==> src/rtl/ham.sv <==
// Hamming(7,4) single-error-correcting codec stage; encoder always present, decoder optional.
// Latency: 1 clk from in_vld/rx_vld to out_vld/dec_vld; one codeword per cycle on each path.
// Backpressure: none, every valid input is accepted; data outputs hold between valid cycles.
//
// Ports:
//   clk, rst          rising-edge clock, asynchronous active-high reset
//   in_dat/in_vld     4-bit nibble to encode (bit0=d1 .. bit3=d4)
//   true_dat/out_vld  7-bit codeword, bit i = codeword position i+1
//   rx_dat/rx_vld     received codeword            (HAM_DECODE_EN only)
//   dec_dat/dec_syn/dec_err/dec_vld  corrected nibble, syndrome {s4,s2,s1},
//                     nonzero-syndrome flag, valid (HAM_DECODE_EN only)
//
// Build option: define HAM_DECODE_EN to compile in the decoder and its ports.
module ham (
  input  logic       clk,
  input  logic       rst,
  input  logic [3:0] in_dat,
  input  logic       in_vld,
  output logic [6:0] true_dat,
  output logic       out_vld
`ifdef HAM_DECODE_EN
  ,
  input  logic [6:0] rx_dat,
  input  logic       rx_vld,
  output logic [3:0] dec_dat,
  output logic [2:0] dec_syn,
  output logic       dec_err,
  output logic       dec_vld
`endif
);

  // ---------------------------------------------------------------- encoder
  // Codeword positions 1..7 = p1 p2 d1 p4 d2 d3 d4, even parity.
  logic [6:0] w_cw;
  logic [6:0] r_true_dat;
  logic       r_out_vld;

  always_comb begin
    w_cw    = '0;
    w_cw[0] = in_dat[0] ^ in_dat[1] ^ in_dat[3];  // p1
    w_cw[1] = in_dat[0] ^ in_dat[2] ^ in_dat[3];  // p2
    w_cw[2] = in_dat[0];                          // d1
    w_cw[3] = in_dat[1] ^ in_dat[2] ^ in_dat[3];  // p4
    w_cw[4] = in_dat[1];                          // d2
    w_cw[5] = in_dat[2];                          // d3
    w_cw[6] = in_dat[3];                          // d4
  end

  always_ff @(posedge clk or posedge rst) begin
    if (rst) begin
      r_true_dat <= '0;
      r_out_vld  <= 1'b0;
    end else begin
      r_out_vld <= in_vld;
      if (in_vld) begin
        r_true_dat <= w_cw;
      end
    end
  end

  assign true_dat = r_true_dat;
  assign out_vld  = r_out_vld;

`ifdef HAM_DECODE_EN
  // ---------------------------------------------------------------- decoder
  logic [2:0] w_syn;
  logic [6:0] w_flip;
  logic [6:0] w_fix;
  logic [3:0] r_dec_dat;
  logic [2:0] r_dec_syn;
  logic       r_dec_err;
  logic       r_dec_vld;

  always_comb begin
    w_syn[0] = rx_dat[0] ^ rx_dat[2] ^ rx_dat[4] ^ rx_dat[6];  // s1: positions 1,3,5,7
    w_syn[1] = rx_dat[1] ^ rx_dat[2] ^ rx_dat[5] ^ rx_dat[6];  // s2: positions 2,3,6,7
    w_syn[2] = rx_dat[3] ^ rx_dat[4] ^ rx_dat[5] ^ rx_dat[6];  // s4: positions 4,5,6,7
    // The syndrome names the erroneous position directly; position n is bit n-1.
    w_flip = '0;
    if (w_syn != 3'd0) begin
      w_flip = 7'b000_0001 << (w_syn - 3'd1);
    end
    w_fix = rx_dat ^ w_flip;
  end

  always_ff @(posedge clk or posedge rst) begin
    if (rst) begin
      r_dec_dat <= '0;
      r_dec_syn <= '0;
      r_dec_err <= 1'b0;
      r_dec_vld <= 1'b0;
    end else begin
      r_dec_vld <= rx_vld;
      if (rx_vld) begin
        r_dec_dat <= {w_fix[6], w_fix[5], w_fix[4], w_fix[2]};
        r_dec_syn <= w_syn;
        r_dec_err <= (w_syn != 3'd0);
      end
    end
  end

  assign dec_dat = r_dec_dat;
  assign dec_syn = r_dec_syn;
  assign dec_err = r_dec_err;
  assign dec_vld = r_dec_vld;
`endif

endmodule

==> config.mk <==
export PLATFORM = sky130hd
export DESIGN_NAME = ham
export DESIGN_NICKNAME = d
export VERILOG_FILES = /design/src/rtl/ham.sv
export SDC_FILE = /design/constraint.sdc
export NUM_CORES = 1
export LEC_CHECK = 0
export BUFFER_PORTS_ARGS = -buffer_cell sky130_fd_sc_hd__buf_2
export CAP_MARGIN = 5
export CORE_AREA = 2 2 39 41
export CTS_CLUSTER_SIZE = 24
export DETAILED_ROUTE_END_ITERATION = 8
export DIE_AREA = 0 0 41 43
export HOLD_SLACK_MARGIN = 0.15
export PLACE_DENSITY_LB_ADDON = 0.08
export SYNTH_ARGS = -nofsm -noshare
export SYNTH_HDL_FRONTEND = slang
export SYNTH_SLANG_ARGS = --single-unit
==> constraint.sdc <==
create_clock -name clk -period 1.25 [get_ports clk]
set_input_delay 0.1875 -clock clk [delete_from_list [all_inputs] [get_ports clk]]
set_output_delay 0.1875 -clock clk [all_outputs]
set_load 0.05 [all_outputs]
Yosys cells after proc, flatten, opt, wreduce, memory -nomap -nowiden --
Cells that the tools add are included.
Word-level totals: word-level logic and storage cells 8, bits in registers 8, input port bits 7, output and inout bits 8
Operators by class: bitwise gates (word level) 6
Operators with widths (count):
- 1-bit bitwise XOR | 6

Depth between registers and ports, before layout --
Gate-level depths: netlist (run 1).
depth in word-level cells 2, gate-level depth with buffers 2, gate-level depth less buffers 2

Least setup slack after synthesis (run 1) --
Ideal clock, no wire load.
path type flip-flop to flip-flop, from reg true_dat[3] (netlist name), to reg r_true_dat[3] (netlist: true_dat[3]), path slack 0.256 ns, arrival 0.869 ns, period minus slack after synthesis 0.994 ns, path buffers 0, data required time 1.125 ns, cell stages (with the launch flop) 2, cells stage by stage dfrtp_1 > mux2_4
RTL lines:
- end signal, assigned | RTL line 56 | r_true_dat <= w_cw;
- end, declared | RTL line 35 | logic [6:0] r_true_dat;

Worst setup path after layout (run 1) --
from reg r_true_dat[3] (netlist: true_dat[3]), to out true_dat[3]
RTL lines:
- end, declared | RTL line 19 | output logic [6:0] true_dat,
No word-level cell between the ends.

==> metrics.md, run 1 <==
| Metric | Value |
|---|---|
| CP Data Required Time | 1.06 ns |
| DRC Markers | 0 |
| GRT Max-Usage Layer | met2 |
| Max_cap viols | 0 |
| Syn avg cell area | 18.1 sq um |
| First-pass GRT wire length | 910 um |
| CTS tree | built |
| Fin Clk Skew | 0 ns |
| Placer Congestion | 0.658 |
| Core area | 0.00138 sq mm |
| Root buffer cell | clkbuf_4 |
| CP max stage delay | 0.34 ns |
| Die span in y | 43 um |
| # clock sinks | 8 |
| Final design utilization | 34.7% |
| RSZ-0062 raised after global routing | no |
| Clk buf depth | 2 |
| Global Route met1 Usage | 10.1% |
| Outcome | finished, final reports clean |
| Overflow after GRT | 0 |
| Final Hold Viols | 0 |
| Worst R2R End | true_dat[3] |
| Initial DRC count | 5 |
| Largest net degree at the start of global routing | 9 |
| Die Wd | 41 um |
| Post-route minimum period | 1.04 ns |
| Area Growth Syn to Fin | 32.4% |
| CTS buffer count | 3 |
| Pwr/cell area | 1570 mW/mm^2 |
| Share of the synthesized area in the top cell type | 55.2% |
| Worst setup SP type | flop |
| CP max stage cell | dfrtp_1 |
| # setup viols final | 0 |
| Global Route Usage Sum | 8.45% |
| Reg2reg start | true_dat[3] |
| Post-synth top area cell | dfrtp_1 |
| HP Start | in_vld |
| PortBufs | 14 |
| Grt met3 use | 3.14% |
| Routed WL per cell | 11.3 um |
| Arr. time, crit path | 0.85 ns |
| Vias | 219 |
| WP buf/inv | 1 |
| Synth Warn # | 0 |
| Syn Inst Count | 20 |
| Global Route met2 Usage | 10.9% |
| Critical Path Fanout Max | 2 |
| CP Class | reg2out |
| Starting Density | 26.2% |
| Final Cycle Share | 83.3% |
| Mapped Area | 363 sq um |
| Critical path destination | true_dat[3] |
| Slew @ Worst Pin | 0.302 ns |
| DP Area | 448 sq um |
| Worst skew pair latency | 0.25 ns |
| Hold Path Class | in2reg |
| Reg2Reg Depth | 1 |
| Die area | 0.00176 sq mm |
| Slew headroom | 79.8% |
| Synth Register Bits | 8 |
| Initial antenna violation count | 0 |
| CP top delay family | flip-flops |
| Length of the first detailed-routing pass in iterations | 2 |
| Rows | 14 |
| LEAKAGE | 0.250 nW |
| Number of global-route vias before repair | 213 |
| # fillers | 143 |
| Tot Pwr | 0.754 mW |
| Seq/Total Area, Yosys | 55.2% |
| Ports | 15 |
| Final antenna-violating net count | 0 |
| Critical Path End Type | output port |
| R2r setup slk | 0.50 ns |
| Crit path cell chain | buf_2 |
| Syn nets | 27 |
| Final-report max-slew violation count | 0 |
| Worst path depth | 1 |
| Ant diodes | 0 |
| Yosys cell types | 6 |
| Worst-path clk slew | 0.05 ns |
| Layout cells sized above 1 | 64.9% |
| Setup_tns | 0 ns |
| CTS HTree Levels | 1 |
| Via/cell ratio | 4.13 |
| Total Nets Final | 46 |
| Max Fclk | 960 MHz |
| CP startpoint | true_dat[3] |
| Ranking of synthesized cells by area | dfrtp_1 55%, xor3_1 20%, mux2_2 19% |
| Worst vdd ir | 672 uV |
| Post-route cell area | 480 sq um |
| WL final | 600 um |
cell type report:
type                       count  area, sq um  share of cell area (%)
clock buffer                   3         22.5                    4.69
inverter                       1         3.75                   0.781
multi-input combinational     10          154                    32.0
sequential                     8          200                    41.7
tap                           16         20.0                    4.17
timing repair buffer          15         80.1                    16.7
worst min-delay path by stage:
stage	depth (start not counted)	end	slack, ns
floorplan	1	out_vld	0.003
global placement	2	out_vld	0.14
detailed placement	2	out_vld	0.16
CTS	1	out_vld	0.16
global route	1	out_vld	0.16
finish	1	out_vld	0.17
per-stage QoR:
| step | instances | setup slack (ns) | hold slack, ns |
|---|---|---|---|
| after floorplan | 20 | 0.256 | 0.00316 |
| after global placement | 49 | 0.164 | 0.142 |
| after detailed placement | 49 | 0.170 | 0.155 |
| after CTS | 53 | 0.194 | 0.161 |
| after global routing | 53 | 0.140 | 0.157 |
| final | 53 | 0.209 | 0.165 |
layer usage:
layer	share of wire, %	wire length (um)
met1	40	238
met3	9.3	56
met5	0	0
met2	51	306
met4	0	0
report_power, final:
group / leakage, nW / switching [mW] / internal [mW]
logic: 0.142 / 0.165 / 0.0863
registers: 0.0935 / 0.0139 / 0.293
clock network: 0.0138 / 0.0859 / 0.110
registers in the layout, summed over array words and instances (netlist names):
register	count
out_vld	1
true_dat	7
synth_stat cells (all sizes together):
cell type / count
dfrtp: 8
mux2: 7
xor3: 3
buf: 1
inv: 1
cell usage in the layout, fill, tap and decap left out:
| cell | netlist | final |
|---|---|---|
| dfrtp_1 | 8 | 8 |
| inv_1 | 1 | 1 |
| dlygate4sd3_1 | 0 | 1 |
| buf_2 | 1 | 14 |
| xor3_1 | 3 | 3 |
| clkbuf_4 | 0 | 3 |
| mux2_2 | 6 | 6 |
| mux2_4 | 1 | 1 |
what timing repair did:
item / in CTS / in global routing
setup buffers: 0 / 0
gates resized for setup: 0 / 0
endpoints found under the hold margin: 8 / 0
hold buffers: 1 / 0
logic make-up after synthesis:
| logic type | synth area share, % |
|---|---|
| flip-flops | 55.2 |
| XOR/XNOR | 19.7 |
| multiplexers | 22.8 |
| buffers and inverters | 2.41 |
No activity file was read; power rests on OpenSTA's default activity.
==> inputs of run 2 (changes only) <==
==> constraint.sdc (replaced) <==
create_clock -name clk -period 1 [get_ports clk]
set_input_delay 0.15 -clock clk [delete_from_list [all_inputs] [get_ports clk]]
set_output_delay 0.15 -clock clk [all_outputs]
set_load 0.05 [all_outputs]
==> metrics.md, run 2 (synthesis gave the netlist of run 1 again) <==
| Metric | Value |
|---|---|
| Register area | 200 sq um |
| CP startpoint | true_dat[2] |
| Critical Path End Type | output port |
| Commonest cells after routing, fill and taps aside | 8 x dfrtp_1, 6 x mux2_2, 6 x buf_2, 5 x buf_6 |
| CP Data Required Time | 0.85 ns |
| Most common cell after layout, fill and taps aside | dfrtp_1 |
| DRC Markers | 0 |
| Final-report max-slew violation count | 0 |
| Core area | 0.00138 sq mm |
| Max Fclk | 1040 MHz |
| Largest net degree at the start of global routing | 9 |
| CTS tree | built |
| Final Cycle Share | 96.3% |
| Worst skew pair latency | 0.25 ns |
| Final antenna-violating net count | 0 |
| Max_cap viols | 0 |
| CTS buffer count | 3 |
| Number of global-route vias before repair | 238 |
| Pwr/cell area | 1900 mW/mm^2 |
| CP top delay family | flip-flops |
| # clock sinks | 8 |
| Area Growth Syn to Fin | 45.9% |
| Worst setup SP type | flop |
| Multi-input logic area | 154 sq um |
| Die area | 0.00176 sq mm |
| Initial antenna violation count | 0 |
| RSZ-0062 raised after global routing | yes |
| Placer Congestion | 0.574 |
| Layout cells sized above 1 | 63.2% |
| Outcome | finished, final reports clean |
| WL final | 660 um |
| CP max stage delay | 0.37 ns |
| Slew @ Worst Pin | 0.306 ns |
| CTS HTree Levels | 1 |
| Total Nets Final | 47 |
| HP Start | in_dat[0] |
| CP max stage cell | dfrtp_1 |
| Via/cell ratio | 4.09 |
| Post-route minimum period | 0.963 ns |
| # fillers | 145 |
| WP buf/inv | 1 |
| LEAKAGE | 0.267 nW |
| CP Class | reg2out |
| Initial DRC count | 0 |
| Overflow after GRT | 0 |
| Global Route Usage Sum | 9.69% |
| Worst-path clk slew | 0.05 ns |
| Rows | 14 |
| Hold Path Class | in2reg |
| Starting Density | 26.2% |
| Critical Path Fanout Max | 2 |
| Ports | 15 |
| Die Wd | 41 um |
| Length of the first detailed-routing pass in iterations | 1 |
| Ant diodes | 0 |
| Hold Slack | 0.175 ns |
| Worst vdd ir | 658 uV |
| PortBufs | 14 |
| Fin Clk Skew | 0 ns |
| Number of flip-flops in the largest register | 7 |
| Routed WL per cell | 12.2 um |
| Reg2reg start | true_dat[3] |
| Tot Pwr | 1.01 mW |
| Die span in y | 43 um |
| First-pass GRT wire length | 1050 um |
| # setup viols final | 0 |
| Slew headroom | 79.6% |
| Crit path cell chain | buf_4 |
| Root buffer cell | clkbuf_4 |
| Vias | 221 |
| Arr. time, crit path | 0.81 ns |
| Clk buf depth | 2 |
| Final Hold Viols | 0 |
## run 2: cell count changes in the layout (fill, tap and decap cells not counted)
cell / delta
buf_6: +5
buf_4: +3
dlygate4sd3_1: +1
buf_2: -8
## run 2: what timing repair did
action / 4_1_cts / 5_1_grt
buffers inserted: 0 / 0
hold endpoints to repair: 9 / 0
setup endpoints to repair: 7 / 6
hold buffers: 2 / 0
resized for setup: 7 / 7
## run 2: worst paths after layout
check	endpoint	depth (start not counted)	slack, ns
worst max-delay path	true_dat[2]	1	0.04
worst min-delay path	true_dat[2]	2	0.17
worst max register to register	true_dat[3]	1	0.23
worst min register to register	true_dat[5]	1	0.51
max in group asynchronous	true_dat[5]	3	0.39
min in group asynchronous	true_dat[6]	3	0.37
## run 2: through the flow
stage	utilization (%)	setup slack [ns]	std cells	area [sq um]	TNS (ns)
6_report	38.2	0.0368	54	529	0
5_1_grt	38.2	0.000896	54	529	0
4_1_cts	36.7	0.0122	54	508	0
3_5_place_dp	32.4	-0.0505	49	448	-0.113
3_3_place_gp	32.4	-0.0413	49	448	-0.0845
2_1_floorplan	-	0.00575	20	363	0
## run 2: metal layers
metal | track usage (%) | up-vias | part of all wire (%) | routed length (um)
li1 | - | 104 | - | -
met1 | 10.8 | 107 | 42 | 280
met2 | 13.1 | 10 | 50 | 330
met3 | 4.71 | 0 | 7.4 | 49
met4 | 8.00 | 0 | 0 | 0
met5 | 0 | - | 0 | 0
## run 2: where the power goes
| group | internal [mW] | total [mW] | switching (mW) |
|---|---|---|---|
| Clock | 0.137 | 0.249 | 0.112 |
| Sequential | 0.367 | 0.394 | 0.0271 |
| Combinational | 0.156 | 0.363 | 0.207 |
## run 2: cell type report
cell class | count | share of cell area [%]
Inverter | 1 | 0.709
Tap cell | 16 | 3.78
Sequential cell | 8 | 37.8
Multi-Input combinational cell | 10 | 29.1
Timing Repair Buffer | 16 | 24.3
Clock buffer | 3 | 4.26
